--- config.mk ---
export PLATFORM = sky130hd
export DESIGN_NAME = modport_fifo
export DESIGN_NICKNAME = d
export VERILOG_FILES = /design/src/rtl/modport_fifo.sv
export SDC_FILE = /design/constraint.sdc
export NUM_CORES = 2
export LEC_CHECK = 0
export CAP_MARGIN = 20
export CORE_ASPECT_RATIO = 0.8
export CORE_MARGIN = 3
export CORE_UTILIZATION = 30
export CTS_CLUSTER_DIAMETER = 200
export DETAILED_ROUTE_END_ITERATION = 6
export GPL_TIMING_DRIVEN = 0
export MAX_ROUTING_LAYER = met4
export PLACE_DENSITY = 0.44
export SYNTH_ARGS = -nofsm -noshare
export SYNTH_HDL_FRONTEND = slang
export SYNTH_SLANG_ARGS = --single-unit
--- constraint.sdc ---
create_clock -name clk -period 15.2 [get_ports clk]
set_input_delay 3.8 -clock clk [delete_from_list [all_inputs] [get_ports clk]]
set_output_delay 3.8 -clock clk [all_outputs]
set_load 0.03 [all_outputs]
--- src/rtl/modport_fifo.sv ---
// Synchronous single-clock FIFO with registered read data and count-decoded
// full/empty/almost flags.
module modport_fifo #(
    parameter int DATA_W = 128,
    parameter int DEPTH  = 16,
    parameter int AF_LVL = DEPTH - 2,
    parameter int AE_LVL = 2
) (
    input  logic              clk,
    input  logic              rstn,
    input  logic              i_wren,
    input  logic              i_rden,
    input  logic [DATA_W-1:0] i_wrdata,
    output logic              o_full,
    output logic              o_empty,
    output logic              o_alm_full,
    output logic              o_alm_empty,
    output logic [DATA_W-1:0] o_rddata
);

    localparam int AW = $clog2(DEPTH);
    localparam int CW = AW + 1;

    localparam logic [CW-1:0] FULL_CNT = CW'(DEPTH);
    localparam logic [CW-1:0] AF_CNT   = CW'(AF_LVL);
    localparam logic [CW-1:0] AE_CNT   = CW'(AE_LVL);

    logic [DATA_W-1:0] mem [DEPTH];
    logic [AW-1:0]     wptr;
    logic [AW-1:0]     rptr;
    logic [CW-1:0]     count;
    logic              wr_ok;
    logic              rd_ok;

    // The rstn port is active-high despite its name.
    assign wr_ok = i_wren && !o_full;
    assign rd_ok = i_rden && !o_empty;

    assign o_full      = (count == FULL_CNT);
    assign o_empty     = (count == '0);
    assign o_alm_full  = (count >= AF_CNT);
    assign o_alm_empty = (count <= AE_CNT);

    // NOTE: the storage array has no reset; resetting the pointers and count
    // discards its contents logically and keeps it mappable to RAM.
    always_ff @(posedge clk) begin
        if (!rstn && wr_ok) begin
            mem[wptr] <= i_wrdata;
        end
    end

    // NOTE: all sequential state uses non-blocking assignments so that the
    // read of mem[rptr] sees the pre-edge value, never the word being written.
    always_ff @(posedge clk) begin
        if (rstn) begin
            wptr     <= '0;
            rptr     <= '0;
            count    <= '0;
            o_rddata <= '0;
        end else begin
            if (wr_ok) begin
                wptr <= wptr + AW'(1);
            end
            if (rd_ok) begin
                rptr     <= rptr + AW'(1);
                o_rddata <= mem[rptr];
            end
            if (wr_ok && !rd_ok) begin
                count <= count + CW'(1);
            end else if (rd_ok && !wr_ok) begin
                count <= count - CW'(1);
            end
        end
    end

endmodule

==> flow_summary.ini <==
[outcome]
outcome = finished with violations
violations = DRC

[cts]
root_buffer = clkbuf_16
clk_path_buf_depth = 4
cts-resized-gates = 0
h-tree-depth = 4
cts_hold_buf = 0
worstSkewPairLatency_ps = 880
cts_sinks = 2189
clk_pin_slew_worst_paths_ps = 60
cts_setup_buffers = 0
cts_tree = done
cts_inserted_buffers = 224

[synthesis]
netlist_top_cells_area = edfxtp_1, mux4_2, dfxtp_1
yosys_most_used_dff = edfxtp_1
synth-adder-area-share = 0.001618
yosysMostFrequentCell = edfxtp_1
ys_top_cells_by_count = edfxtp_1, mux4_2, nor2_1
synth_top_area_share = 0.7503
synth.avg_cell_area_um2 = 22.57
synth-compound-area-share = 0.01574
ys_ff_latch = 2189
async_flop_share = 0
synth_nets = 3773
synth_top_family_by_area = multiplexers
netlist_instances = 3631
syn_area_um2 = 81970
synth_largest_area_cell = edfxtp_1
synth-simple-area-share = 0.01439
yosys_warnings = 0
synthMuxAreaShare = 0.1722
ys_seq_area_frac = 0.7847
synth_edf_count = 2048
yosysUniqueCellTypes = 37
synth_xor_xnor_area_share = 0.0009617

[grt]
grt_pass1_vias = 40660
grt.busiest_layer = met2
overflow = 0
gr-usage-met3 = 0.03133
antenna_found_initial = 43
globalRouteTotalUtil = 0.1660
met2_usage = 0.2537
grt_max_degree = 25
met1_usage = 0.2300
grt_pass1_wl_mm = 320.0

[finish]
nets = 4444
synthToLayoutAreaGrowth_pct = 21.11
stdcell_count = 8115
drive_gt1_frac = 0.2456
fin_util = 0.3678

[power]
powerDensity_nw_per_um2 = 150.1
power_frac_comb = 0.178
p_leak_nw = 31.29
p_total_mw = 14.90
p_seq_frac = 0.466
p_clk_frac = 0.356
swShare = 0.2633
irDropWorstVdd_uv = 79.10
p_int_mw = 10.97
switchingPower_mw = 3.922

[sta]
finalHoldWorstSlack_ps = 460.7
max_freq_mhz = 152.2
rsz0062_at_grt = false
slew_headroom = 0.2041
final.period_utilization = 0.4323
fin_setup_tns_ps = 0
hold_viol = 0
tightestPinTransition_ps = 1194
maxSlewViolCount = 0
fin_crit_ps = 6571
setup_viol = 0
skew_ps = 55.87

[flow_run]
drv_cap = 0

[place]
dp_cells = 7682
hpwl_mm = 151.0
portBuffers = 262
routabilityCongestion = 0.6888

[hold_path]
holdPathStages = 1
hold_start = o_rddata[105]
worstHoldPathType = flop to flop
worstHoldEndpoint = o_rddata[105]

[drt]
remaining_drc_errors = 1
firstDrtPassIters = 7
wl_mm = 228.1
routed_via_density = 4.816
vias = 39080
drt.antenna.violating_nets = 0
wl_per_cell_um = 28.11
drt-initial-drc-count = 3415

[die]
start_util = 0.3037
core_um2 = 269900
rows = 170
dieArea_um2 = 279600
chipHeight_um = 473.5
die_w_um = 590.4
ioPinCount = 264

[setup_path]
path_depth = 4
crit_slowest_cell = clkdlybuf4s50_1
critical_path_class = flop to output port
cp.arrival_ps = 2770
worstPathRequired_ps = 11400
ff2ff_path_depth = 7
start_kind = flop
worst_setup_path_end_kind = output port
path_cells = or4_1 -> buf_2 -> nor2_1 -> clkdlybuf4s50_1
cp_top_family = buffers and inverters
cp_max_fo = 7
critPathBufInv = 2
critPathMaxStageDelay_ps = 680
regToRegSetupSlack_ps = 11540
r2r-start = count[0]
worstReg2RegEnd = o_rddata[109]
## worst register-to-register path, cell delays in order (launching register included)
cell and delay, ps:
dfxtp_1 370, nor4_1 690, a21boi_1 480, nor2_2 700, buf_16 240, buf_2 530
buf_2 420, a211o_1 170
## cells in the final DEF, fill, tap and decap left out, drive strengths merged, types with 3 or more instances in the layout
master,n
a211o,126
a21oi,5
buf,281
bufinv,10
clkbuf,417
clkdlybuf4s50,262
clkinv,68
dfxtp,141
diode,20
edfxtp,2048
ha,9
inv,10
mux2,3
mux2i,255
mux4,512
nand2,10
nand3,3
nor2,284
nor3,4
o211ai,4
xnor2,4
xor2,5
## power groups by stage
stage / Sequential (mW) / Combinational (mW) / Clock, mW
after floorplan: 7.23 / 1.40 / 0
after global placement: 7.16 / 2.61 / 0
after detailed placement: 7.08 / 2.71 / 0
after CTS: 6.96 / 2.71 / 5.47
after global routing: 6.96 / 2.84 / 5.72
final: 6.95 / 2.65 / 5.30
## how the worst max path moves through the flow
| stage | from | endpoint | slack [ps] |
|---|---|---|---|
| floorplan | rstn | mem[1][0] | 1300 |
| global placement | i_wren | mem[1][76] | -13980 |
| detailed placement | i_rden | count[4] | 7770 |
| CTS | count[0] | o_full | 8500 |
| global route | count[1] | o_full | 8440 |
| finish | count[0] | o_full | 8630 |
## cell families after synthesis
family / after synthesis
flip-flops: 2189
multiplexers: 770
AND/OR/NAND/NOR: 307
buffers and inverters: 197
AO/OA/AOI/OAI: 149
adder cells (fa/ha/maj): 10
XOR/XNOR: 9
## layout make-up
class	count	area, µm²
Tap cell	3612	4519
Antenna cell	20	50.05
Clock buffer	325	6300
Clock inverter	82	671.9
Timing Repair Buffer	445	5638
Fill cell	24620	170700
Buffer	190	833.3
Multi-Input combinational cell	1245	16910
Inverter	7	26.28
Sequential cell	2189	64320
## per-layer routing
layer / share of wire / wire, µm / vias to the layer above
li1: - / - / 16580
met1: 0.46 / 104700 / 21170
met2: 0.46 / 106000 / 1019
met3: 0.053 / 12150 / 321
met4: 0.023 / 5223 / 0
met5: 0 / 0 / -
## stage by stage
stage | worst slack [ps] | instance area (µm²)
after floorplan | 1299 | 81970
after global placement | -13980 | 89110
after detailed placement | 7771 | 92160
after CTS | 8496 | 99130
after global routing | 8444 | 99260
final | 8629 | 99270
## flip-flops by register name (all words and copies together), names as in the netlist
signal and cells:
count 5, o_rddata 128, wptr 4, mem 2048
rptr 4
(Power assumes the default switching activity.)
